[src/rtl/riscv_pkg.sv]
// Shared RV32 core definitions: WB result-select encodings,
// load funct3 codes and the writeback FSM state type.
package riscv_pkg;

    localparam logic [1:0] RESULT_ALU  = 2'b00;
    localparam logic [1:0] RESULT_LOAD = 2'b01;
    localparam logic [1:0] RESULT_PC4  = 2'b10;

    localparam logic [2:0] F3_LB  = 3'b000;
    localparam logic [2:0] F3_LH  = 3'b001;
    localparam logic [2:0] F3_LW  = 3'b010;
    localparam logic [2:0] F3_LBU = 3'b100;
    localparam logic [2:0] F3_LHU = 3'b101;

    typedef enum logic {
        WB_IDLE      = 1'b0,
        WB_WAIT_LOAD = 1'b1
    } wb_state_t;

endpackage

[src/rtl/load_align.sv]
// Load extraction: picks byte/half/word lane from an aligned word
// and extends it; flags misaligned or undefined load types.
//   funct3, addr[1:0], rdata -> data (32b), misaligned
module load_align
    import riscv_pkg::*;
(
    input  logic [2:0]  funct3,
    input  logic [1:0]  addr,
    input  logic [31:0] rdata,
    output logic [31:0] data,
    output logic        misaligned
);

    logic [7:0]  b;
    logic [15:0] h;

    always_comb begin
        b = rdata[7:0];
        case (addr)
            2'd0:    b = rdata[7:0];
            2'd1:    b = rdata[15:8];
            2'd2:    b = rdata[23:16];
            default: b = rdata[31:24];
        endcase
    end

    assign h = addr[1] ? rdata[31:16] : rdata[15:0];

    always_comb begin
        data       = 32'd0;
        misaligned = 1'b0;
        unique case (funct3)
            F3_LB:  data = {{24{b[7]}}, b};
            F3_LBU: data = {24'd0, b};
            F3_LH: begin
                data       = {{16{h[15]}}, h};
                misaligned = addr[0];
            end
            F3_LHU: begin
                data       = {16'd0, h};
                misaligned = addr[0];
            end
            F3_LW: begin
                data       = rdata;
                misaligned = (addr != 2'b00);
            end
            default: misaligned = 1'b1;
        endcase
    end

endmodule

[src/rtl/writeback_unit.sv]
// WB stage: accepts retiring instructions from MEM, waits for load
// data, and drives the register-file write port (WE3/A3/WD3).
//   clk, rst (async, active-low)
//   mem_*      : MEM->WB bundle with valid/ready handshake
//   dmem_*     : data-memory read return
//   rf_*       : registered write port, also used for forwarding
//   load_err   : one-cycle pulse on misaligned / timed-out load
//   retired    : completed-instruction counter
module writeback_unit
    import riscv_pkg::*;
#(
    parameter int LOAD_TIMEOUT = 64,
    parameter int CNT_W        = 32
) (
    input  logic             clk,
    input  logic             rst,
    input  logic             mem_valid,
    output logic             mem_ready,
    input  logic             mem_reg_write,
    input  logic [4:0]       mem_rd,
    input  logic [1:0]       mem_result_src,
    input  logic [31:0]      mem_alu_result,
    input  logic [31:0]      mem_pc_plus4,
    input  logic [2:0]       mem_funct3,
    input  logic             dmem_rvalid,
    input  logic [31:0]      dmem_rdata,
    output logic             rf_we,
    output logic [4:0]       rf_addr,
    output logic [31:0]      rf_wdata,
    output logic             load_err,
    output logic [CNT_W-1:0] retired
);

    localparam int TW = (LOAD_TIMEOUT > 2) ? $clog2(LOAD_TIMEOUT) : 1;
    localparam logic [TW-1:0] CNT_LAST = TW'(LOAD_TIMEOUT - 1);

    wb_state_t     state;
    logic [TW-1:0] cnt;
    logic          cap_rw;
    logic [4:0]    cap_rd;
    logic [2:0]    cap_f3;
    logic [1:0]    cap_addr;

    logic          accept;
    logic          is_load;
    logic [2:0]    la_f3;
    logic [1:0]    la_addr;
    logic [31:0]   la_data;
    logic          la_mis;
    logic [31:0]   nonload_wd;
    logic          unused_addr;

    assign unused_addr = ^mem_alu_result[31:2];

    assign mem_ready = rst && (state == WB_IDLE);
    assign accept    = mem_valid && mem_ready;
    assign is_load   = (mem_result_src == RESULT_LOAD);

    // One aligner serves both uses: the alignment check on the
    // incoming op in IDLE, and extraction of the captured load.
    assign la_f3   = (state == WB_IDLE) ? mem_funct3 : cap_f3;
    assign la_addr = (state == WB_IDLE) ? mem_alu_result[1:0] : cap_addr;

    load_align u_align (
        .funct3     (la_f3),
        .addr       (la_addr),
        .rdata      (dmem_rdata),
        .data       (la_data),
        .misaligned (la_mis)
    );

    // Reserved encoding 11 falls through to the ALU result.
    assign nonload_wd = (mem_result_src == RESULT_PC4) ?
                        mem_pc_plus4 : mem_alu_result;

    always_ff @(posedge clk or negedge rst) begin
        if (!rst) begin
            state    <= WB_IDLE;
            cnt      <= '0;
            cap_rw   <= 1'b0;
            cap_rd   <= 5'd0;
            cap_f3   <= 3'd0;
            cap_addr <= 2'd0;
            rf_we    <= 1'b0;
            rf_addr  <= 5'd0;
            rf_wdata <= 32'd0;
            load_err <= 1'b0;
            retired  <= '0;
        end else begin
            rf_we    <= 1'b0;
            load_err <= 1'b0;
            unique case (state)
                WB_IDLE: begin
                    if (accept && is_load) begin
                        if (la_mis) begin
                            load_err <= 1'b1;
                        end else begin
                            state    <= WB_WAIT_LOAD;
                            cnt      <= '0;
                            cap_rw   <= mem_reg_write;
                            cap_rd   <= mem_rd;
                            cap_f3   <= mem_funct3;
                            cap_addr <= mem_alu_result[1:0];
                        end
                    end else if (accept) begin
                        retired <= retired + 1'b1;
                        if (mem_reg_write && mem_rd != 5'd0) begin
                            rf_we    <= 1'b1;
                            rf_addr  <= mem_rd;
                            rf_wdata <= nonload_wd;
                        end
                    end
                end
                WB_WAIT_LOAD: begin
                    // Data arriving on the last allowed cycle still wins.
                    if (dmem_rvalid) begin
                        state   <= WB_IDLE;
                        retired <= retired + 1'b1;
                        if (cap_rw && cap_rd != 5'd0) begin
                            rf_we    <= 1'b1;
                            rf_addr  <= cap_rd;
                            rf_wdata <= la_data;
                        end
                    end else if (cnt == CNT_LAST) begin
                        state    <= WB_IDLE;
                        load_err <= 1'b1;
                    end else begin
                        cnt <= cnt + 1'b1;
                    end
                end
                default: state <= WB_IDLE;
            endcase
        end
    end

endmodule

[config.mk]
export PLATFORM = sky130hd
export DESIGN_NAME = writeback_unit
export DESIGN_NICKNAME = d
export VERILOG_FILES = /design/src/rtl/riscv_pkg.sv /design/src/rtl/load_align.sv /design/src/rtl/writeback_unit.sv
export SDC_FILE = /design/constraint.sdc
export NUM_CORES = 1
export LEC_CHECK = 0
export ABC_CLOCK_PERIOD_IN_PS = 5600
export CAP_MARGIN = 25
export CORE_MARGIN = 10
export CORE_UTILIZATION = 30
export CTS_CLUSTER_DIAMETER = 100
export DETAILED_ROUTE_END_ITERATION = 10
export MAX_ROUTING_LAYER = met4
export SYNTH_ARGS = -nofsm -noshare
export SYNTH_HDL_FRONTEND = slang
export SYNTH_SLANG_ARGS = --single-unit
[constraint.sdc]
create_clock -name clk -period 5.6 [get_ports clk]
set_clock_uncertainty 0.2 [all_clocks]
set_input_delay 1.4 -clock clk [delete_from_list [all_inputs] [get_ports clk]]
set_output_delay 1.4 -clock clk [all_outputs]
set_load 0.1 [all_outputs]
==> results of run 1 <==
==> layer usage <==
layer / wire length (µm) / global-route usage / vias up / share of wire
li1: - / - / 2417 / -
met1: 8200 / 0.210 / 2399 / 0.44
met2: 8660 / 0.255 / 185 / 0.47
met3: 1510 / 0.0404 / 17 / 0.081
met4: 246 / 0.0472 / 0 / 0.013
met5: 0 / - / - / 0
==> layout make-up <==
cell class	instances	area, µm²	area share
Sequential cell	89	2230	0.295
Multi-Input combinational cell	438	2800	0.370
Timing Repair Buffer	191	1890	0.250
Inverter	9	33.8	0.00447
Clock buffer	9	225	0.0298
Clock inverter	7	95.1	0.0126
Tap cell	225	282	0.0373
Antenna cell	1	2.50	0.000331
==> flip-flops by register name (all words and copies together), names as in the netlist <==
| signal | flops |
|---|---|
| cap_rw | 1 |
| rf_wdata | 32 |
| state | 1 |
| retired | 32 |
| load_err | 1 |
| rf_addr | 5 |
| cap_rd | 5 |
| rf_we | 1 |
| cap_addr | 2 |
| cap_f3 | 3 |
| cnt | 6 |
==> cells in the mapped netlist (4+ instances only) <==
library cell / count / share of area
nand2_1: 82 / 0.059
nand3_1: 11 / 0.011
a221o_1: 16 / 0.031
nor2b_1: 19 / 0.023
inv_1: 7 / 0.0051
a21oi_1: 41 / 0.039
mux2_2: 12 / 0.026
xor2_1: 19 / 0.032
and3_1: 8 / 0.0096
nand2b_1: 4 / 0.0048
and4_1: 4 / 0.0067
o221a_2: 7 / 0.015
a31oi_1: 6 / 0.0072
buf_2: 6 / 0.0058
nor4_1: 4 / 0.0048
xnor2_1: 15 / 0.025
o21ai_0: 23 / 0.022
nand4_1: 12 / 0.014
nor3_1: 13 / 0.013
dfrtp_1: 89 / 0.43
clkbuf_1: 25 / 0.018
a211oi_1: 14 / 0.020
a222oi_1: 7 / 0.013
o31ai_1: 16 / 0.023
mux2i_1: 28 / 0.054
nor2_1: 54 / 0.039
==> metrics by stage <==
| step | cell area, µm² | worst slack (ns) |
|---|---|---|
| floorplan | 5200 | 1.08 |
| global route | 7550 | 1.25 |
| global placement | 7210 | 1.36 |
| CTS | 7530 | 1.56 |
| finish | 7550 | 1.54 |
| detailed placement | 7210 | 1.19 |
==> report_power, final <==
| part | internal [mW] | total, mW | switching, mW |
|---|---|---|---|
| combinational | 0.350 | 1.27 | 0.923 |
| sequential | 0.763 | 0.861 | 0.0982 |
| clock | 0.391 | 0.657 | 0.266 |
| total | 1.50 | 2.79 | 1.29 |
==> kinds of logic (layout without fill, tap and decap cells) <==
family	Yosys count	after routing
simple gates	224	224
flops	89	89
fa+ha+maj	2	2
compound gates	136	136
buf+inv	45	216
other cells	0	1
mux	42	42
xor+xnor	34	34
==> path summary, 6_finish.rpt <==
check	to	from
min	retired[31]$_DFFE_PN0P_	retired[31]$_DFFE_PN0P_
max reg2reg	cnt[0]$_DFFE_PN0P_	state$_DFF_PN0_
min reg2reg	retired[31]$_DFFE_PN0P_	retired[31]$_DFFE_PN0P_
max	cnt[0]$_DFFE_PN0P_	mem_alu_result[0]
min in group asynchronous	cap_addr[0]$_DFFE_PN0P_	rst
max in group asynchronous	cap_rw$_DFFE_PN0P_	rst
==> cell usage in the layout (no fill, tap or decap), drive strengths merged, types with 5 or more instances in the layout <==
cell	Yosys	layout
a221o	16	16
o21ai	23	23
nor2	54	54
dfrtp	89	89
clkinv	1	5
and3	8	8
o31ai	16	16
a31oi	7	7
a222oi	7	7
nand2	82	82
xor2	19	19
nor2b	19	19
inv	8	8
nand4	12	12
clkdlybuf4s50	0	180
clkbuf	25	9
mux2i	28	28
xnor2	15	15
buf	11	11
a21oi	41	41
nor3	13	13
a211oi	14	14
o221a	7	7
nand3	11	11
mux2	13	13
==> critical path, delay by kind of cell <==
kind / cells / cell delay (ns)
muxes: 2 / 0.82
buffers and inverters: 1 / 0.61
and+or+nand+nor: 2 / 0.42
AOI/OAI and AO/OA: 1 / 0.82
==> metrics.txt, run 1 <==
drt via density=5.18; cell depth of the worst flop-to-flop path=6; number of global-route vias before repair=5201; I/O pins=about 180; TNS Setup=0 ns; Peak Freq=around 250 MHz; Primary FF master, synth=dfrtp_1; Slew HR=0.260; largest family of logic cells by synthesized area=simple AND/OR/NAND/NOR gates; static leakage=between 3 and 4 nW; post-synthesis mux area share=0.0871; Root Driver=clkbuf_16; Routed Antenna Nets=0; WP data required=5.63 ns; 1st-pass router iterations=5; core area=roughly 17000 µm²; Clock Path Buffers=2; run status=completed; Netlist Area Pre-Place=5200 µm²; wirelength, routed=18.6 mm; Die X=roughly 150 µm; H-tree depth=3; adder-cell share of the synthesized area=0.00481; largest net degree at the start of global routing=54; synth-to-layout area growth=45.2%; Synth async-reset ratio=1.00; Arr. time, crit path=4.09 ns; unrepaired setup endpoints after global routing=false; hold path depth=1; Initial Util=0.304; I/O Buffers=around 180; minimum clock period=4.06 ns; initial antenna violation count=0; Final Hold Fails=0; register area share after synthesis=0.428; total CTS buffers=9; CTS tree=done; CP max stage delay=0.82 ns; WL/cell=about 19 µm; site row count=48; first-pass GRT wire length=29.1 mm; Final Setup Violations=0; max-slew violation count=0; global-route congestion overflow total=0; Slowest cell on crit path=a31oi_2; #FFs+latches synth=89; CP Max Fanout=17; Hold Path Class=reg2reg; placed insts=950; DIE AREA=23000 µm²; maximum vdd drop=0.277 mV; DRC viols=0; Yosys cell types=46; startpoint types=input port; power after layout=approximately 2.8 mW; EDFF count, synth=0; nets@finish=851; utilization after layout=0.441; final worst-path cycle share=0.725; hpwl dp=14.2 mm; CTS clk-pin slew, worst paths=0.06 ns; Fill cells=1690; Setup CP Type=in2reg; mean post-synth cell area=between 9 and 10 µm²; total of max-cap violations=0; # Post-CTS Setup Buffers=0; simple-gate share of the synthesized area=0.204; final hold slack=0.286 ns; post-synthesis compound-gate area fraction=0.182; CTS Sinks=89; post-route insts no fill=969; pwr dens=approximately 370 nW/µm²; CTS Hold Bufs=0; worst slew pin tran=about 1.1 ns; layout cell share with drive strength beyond 1=0.0727; Post-Syn Instances=572; synth warn=0; Worst setup EP type=register; Syn Nets=685; Starting DRT DRC Count=~320; Resized Gates After CTS=0; xor/xnor share of the synthesized area=0.0573; All-Layer GR Usage=0.165; Final GP Congestion=around 0.85; crit-path cells=clkdlybuf4s50_1 -> mux2i_1 -> nand4_1 -> a31oi_2 -> nor2_1 -> mux2_2; clk_lat worst skew=about 0.35 ns; routed vias=5018; die height=152 µm; reg2reg setup slack=around 2.1 ns
No activity file was read; power rests on OpenSTA's default activity.
==> run 2, diff against run 1 <==
ABC_CLOCK_PERIOD_IN_PS = 4110   (was 5600)
clock period = 4.11 ns   (was 5.6 ns; I/O delays follow)
==> metrics.txt, run 2 (synthesis results as in run 1) <==
nets@finish=857 (+0.71%); H-tree depth=3 (unchanged); Slew HR=0.314 (+0.0543); pwr dens=494 nW/µm² (+34%); Worst setup EP type=register; power after layout=3.74 mW (+34%); initial antenna violation count=5 (+5); hpwl dp=14.3 mm (+1.0%); Final Setup Violations=0 (unchanged); dpl cell area=7260 µm² (+0.75%); Starting DRT DRC Count=285 (-11%); Resized Gates After CTS=0 (unchanged); Initial Util=0.304 (unchanged); Net Switching=1.75 mW (+36%); Critical path buffers and inverters=2 (+1); Fill cells=1664 (-1.5%); WP data required=4.12 ns (-1.51 ns); total of max-cap violations=0 (unchanged); crit-path cells=clkdlybuf4s50_1 -> or4_1 -> nor2_1 -> o22a_1 -> inv_2 -> nand2_1 -> o21ai_0; Top delay family on crit path=simple AND/OR/NAND/NOR gates; Combinational Power Share=0.462 (+0.006); minimum clock period=3.31 ns; final hold slack=0.275 ns (-0.0108 ns); die height=152 µm (unchanged); utilization after layout=0.443 (+0.00161); I/O pins=183 (unchanged); DRC viols=0 (unchanged); cell depth of the worst flop-to-flop path=6 (unchanged); CTS clk-pin slew, worst paths=0.06 ns (about the same); first-pass GRT wire length=28.8 mm (-0.97%); CTS Hold Bufs=0 (unchanged); register area=2230 µm² (unchanged); number of global-route vias before repair=5077 (-2.4%); Pint=1.99 mW (+32%); final worst-path cycle share=0.806; area of the multi-input gates=2800 µm² (about the same); R2R Path End=rf_wdata[15]$_DFFE_PN0P_; synth-to-layout area growth=45.7%; CTS Sinks=89 (unchanged); most common cell after layout, fill and taps aside=clkdlybuf4s50_1; hold path depth=1 (unchanged); startpoint types=input port; # Post-CTS Setup Buffers=0 (unchanged); reg2reg setup slack=1.04 ns (-1.08 ns); CP max stage delay=0.53 ns (-0.29 ns); global-route congestion overflow total=0 (unchanged); CTS tree=done; Slowest cell on crit path=or4_1; total CTS buffers=9 (unchanged); routed vias=5000 (-0.36%); largest net degree at the start of global routing=61 (+13%); Hold Path Class=reg2reg; Die X=152 µm (unchanged); CP Max Fanout=27 (+10); clock power share=0.223 (-0.012); layout cell share with drive strength beyond 1=0.0854 (+0.0128); TNS Setup=0 ns (unchanged); All-Layer GR Usage=0.163 (-0.00158); Peak Freq=302 MHz; max-slew violation count=0 (unchanged); clk_lat worst skew=0.35 ns (about the same); switching share of power=0.468 (+0.00688); most frequent cells in the layout=clkdlybuf4s50_1 (175), dfrtp_1 (88), nand2_1 (82); Hold Crit Endpoint=retired[31]$_DFFE_PN0P_; static leakage=3.14 nW (+0.71%); Arr. time, crit path=3.33 ns (-0.76 ns); I/O Buffers=182 (unchanged); Routed Antenna Nets=0 (unchanged); drt via density=5.11 (-1.4%); Min-Delay Startpoint=retired[31]$_DFFE_PN0P_; worst slew pin tran=1.03 ns (-0.0806 ns); wirelength, routed=18.6 mm (about the same); DIE AREA=23000 µm² (unchanged); reg2reg start=state$_DFF_PN0_; site row count=48 (unchanged); 1st-pass router iterations=5 (unchanged); top flop regs=retired: 32 flops, rf_wdata: 32 flops, cnt: 6 flops; core area=17100 µm² (unchanged); Setup CP Type=in2reg; post-route design area=7580 µm² (+0.36%); run status=completed; Final GP Congestion=0.868 (+1.8%); Final Hold Fails=0 (unchanged); WL/cell=19.0 µm (-0.98%); sequential power share=0.316 (+0.007); Root Driver=clkbuf_16; Clock Path Buffers=2 (unchanged); unrepaired setup endpoints after global routing=false; maximum vdd drop=0.345 mV (+25%)
## run 2: metal layers
layer  track usage  vias to the layer above  part of all wire
li1              -                     2425                 -
met1         0.209                     2397              0.45
met2         0.251                      161              0.47
met3        0.0350                       17             0.068
met4        0.0582                        0             0.016
met5             -                        -                 0
## run 2: power by group through the flow
stage / logic [mW] / registers (mW) / clock network [mW]
2_1_floorplan: 0.333 / 2.06 / 0
3_3_place_gp: 1.72 / 1.19 / 0
3_5_place_dp: 1.73 / 1.20 / 0
4_1_cts: 1.74 / 1.18 / 0.858
5_1_grt: 1.81 / 1.21 / 0.890
6_report: 1.73 / 1.18 / 0.833
## run 2: through the flow
step	instances	setup slack, ns
global route	979	0.610
floorplan	572	0.555
finish	979	0.796
global placement	956	0.382
CTS	973	0.815
detailed placement	957	0.440
## run 2: how the worst max path moves through the flow
| stage | startpoint | depth (start not counted) | slack (ns) | endpoint |
|---|---|---|---|---|
| after floorplan | rst | 8 | 0.56 | rf_wdata[6]$_DFFE_PN0P_ |
| after global placement | mem_result_src[1] | 6 | 0.38 | rf_wdata[15]$_DFFE_PN0P_ |
| after detailed placement | mem_rd[2] | 7 | 0.44 | rf_wdata[0]$_DFFE_PN0P_ |
| after CTS | mem_rd[2] | 7 | 0.82 | rf_wdata[6]$_DFFE_PN0P_ |
| after global routing | mem_rd[2] | 7 | 0.61 | rf_wdata[4]$_DFFE_PN0P_ |
| final | mem_rd[2] | 7 | 0.80 | rf_wdata[6]$_DFFE_PN0P_ |
## run 2: cell type report
cell class / count / share of cell area
Tap cell: 225 / 0.0371
Timing Repair Buffer: 197 / 0.255
Sequential cell: 89 / 0.294
Clock buffer: 10 / 0.0302
Inverter: 9 / 0.00446
Multi-Input combinational cell: 438 / 0.369
Clock inverter: 6 / 0.00892
Antenna cell: 5 / 0.00165
## run 2: worst reg2reg max path: stages (launching register included)
cell,delay [ns]
dfrtp_2,0.86
buf_4,0.45
nor4b_1,0.13
a31oi_1,0.19
nand2_1,0.36
a221o_1,0.43
a221o_1,0.33
==> RTL change: new RTL, config.mk and constraints of run 2 <==
Change the parameter `CNT_W` from 32 to 28.
--- a/src/rtl/writeback_unit.sv
+++ b/src/rtl/writeback_unit.sv
@@ -10,7 +10,7 @@
     import riscv_pkg::*;
 #(
     parameter int LOAD_TIMEOUT = 64,
-    parameter int CNT_W        = 32
+    parameter int CNT_W        = 28
 ) (
     input  logic             clk,
     input  logic             rst,
Interface: changed (resized retired); port bits go from 183 to 179. The function was not compared with the original's and may differ.
==> RTL change against run 2 <==
Worst setup slack improved by 0.11 ns. Area after synthesis fell by 3.3%. Sequential cell count is 4 lower. Sequential power fell by 4%. Design area down 3.8%. Cell count fell by 4.9%. Routed wire length fell by 1.6%. Total power down 2.1%.
==> RTL change: results (changes against run 2) <==
stage,metric,value,unit,change
run_status,status,"finished, final reports clean",,
power_and_ir_drop,internal-power,1950,uW,-2.2%
finish,top_regs,"rf_wdata: 32 flops, retired: 28 flops, cnt: 6 flops",,
place,place_area,6990,um^2,-3.8%
worst_setup_path,ff2ff_setup_slack,1.00,ns,-0.04 ns
cts,postCtsSetupBuffers,0,,unchanged
sta,final.setup.tns,0,ns,unchanged
drt,dr.pass1.iters,5,,unchanged
drt,wl_met1,7.30,mm,-13%
worst_setup_path,path_max_fanout,6,,-78%
worst_setup_path,cp_top_family,buffers and inverters,,
power_and_ir_drop,leakage,0.00290,uW,-7.7%
hold_path,hold_path_class,register to register,,
finish,num-nets-final,818,,-4.6%
sta,slew_headroom,30.7,%,-0.67 points
sta,max_freq,0.312,GHz,+3.5%
place,hpwl,14.3,mm,about the same
finish,drive_gt1_share,7.32,%,-1.2 points
logic_synthesis,syn_nets,659,,-3.8%
grt,grt_util_met2,28.4,%,+3.3 points
grt,grt_pass1_vias,4973,,-2.0%
drt,vias,4881,,-2.4%
drt,wl,18.3,mm,-1.6%
worst_setup_path,slowest_stage,clkdlybuf4s50_1,,
place,io_buffers,178,,-2.2%
drt,wl_met2,9.65,mm,+11%
cts,cts_buffer_depth,2,,unchanged
place,place_congestion,0.874,,+0.68%
worst_setup_path,cp.arrival,1.97,ns,-1.36 ns
cts,insertion_delay,0.35,ns,about the same
logic_synthesis,synthTopCellsByArea,"dfrtp_1, a211oi_1, nand2_1",,
logic_synthesis,yosys-top-cells-count,"dfrtp_1, nand2_1, a211oi_1, nor3_1, nor2_1",,
grt,grt_max_degree,63,,+3.3%
place,dp.cells,914,,-4.5%
cts,path_clk_slew,0.06,ns,about the same
cts,cts_buffers,9,,unchanged
grt,use_met3,2.66,%,-0.85 points
place,place_ws,0.560,ns,+0.120 ns
logic_synthesis,seq_area_frac_synth,42.3,%,-0.53 points
logic_synthesis,ys_types,54,,+17%
logic_synthesis,async_flop_share,100,%,unchanged
cts,post_cts_resized,0,,unchanged
power_and_ir_drop,vdd_drop_max,0.000224,V,-35%
drt,wl_met3,919,um,-28%
worst_setup_path,cp.buffers_inverters,1,,-1
grt,grt_use_total,16.6,%,+0.23 points
grt,antenna_found_initial,1,,-4
logic_synthesis,yosys_warnings,0,,unchanged
grt,met1_usage,18.8,%,-2.0 points
cts,cts-root-buf,clkbuf_16,,
drt,wl_per_cell,19.7,um,+3.5%
logic_synthesis,avgSynthCellArea,9.21,um^2,+1.3%
cts,ctsHtreeMaxLevel,3,,unchanged
drt,first_iter_violations,278,,-2.5%
grt,grt_pass1_wl,28.0,mm,-2.8%
worst_setup_path,slowest_delay,1.18,ns,+0.65 ns
RTL change: cell types whose count changed in the layout (fill, tap and decap cells not counted), moves of 16 or more:
cell      change
a211oi_1     +32
nor2_1       -25
nor3_1       +25
a21oi_1      -21
nor2b_1      -17
o31ai_1      -16
RTL change: area by class of cell:
type / instances / area (um^2)
antenna: 1 / 2.50
clock buffer: 11 / 243
clock inverter: 5 / 58.8
fill: 1604 / 9230
inverter: 23 / 86.3
multi-input combinational: 399 / 2640
sequential: 85 / 2130
tap: 220 / 275
timing repair buffer: 187 / 1860
RTL change: cell families (layout without fill, tap and decap cells):
kind of cell	Yosys count	after routing	synth area share, %
buf+inv	62	226	5.37
mux	36	36	7.69
fa+ha+maj	2	2	0.498
other cells	0	1	0
compound gates	137	137	20.4
flops	85	85	42.3
xor+xnor	31	31	5.40
simple gates	193	193	18.3
RTL change: stage by stage:
stage,hold WS [ns],power [uW]
detailed placement,0.268,2850
floorplan,0.271,2320
global placement,0.260,2830
global route,0.298,3800
finish,0.277,3660
CTS,0.283,3690
RTL change: power by group through the flow:
stage               Sequential, uW  Combinational (uW)  Clock [uW]
floorplan                     1990                 323           0
global placement              1140                1690           0
detailed placement            1140                1710           0
CTS                           1130                1710         849
global route                  1150                1760         890
finish                        1130                1700         837
RTL change: worst paths after layout:
path,to,startpoint,depth (start not counted)
max,retired[5],retired[5]$_DFFE_PN0P_,1
min,retired[27]$_DFFE_PN0P_,retired[27]$_DFFE_PN0P_,1
max reg2reg,rf_wdata[3]$_DFFE_PN0P_,state$_DFF_PN0_,7
min reg2reg,retired[27]$_DFFE_PN0P_,retired[27]$_DFFE_PN0P_,1
max in group asynchronous,state$_DFF_PN0_,rst,3
min in group asynchronous,rf_wdata[7]$_DFFE_PN0P_,rst,2
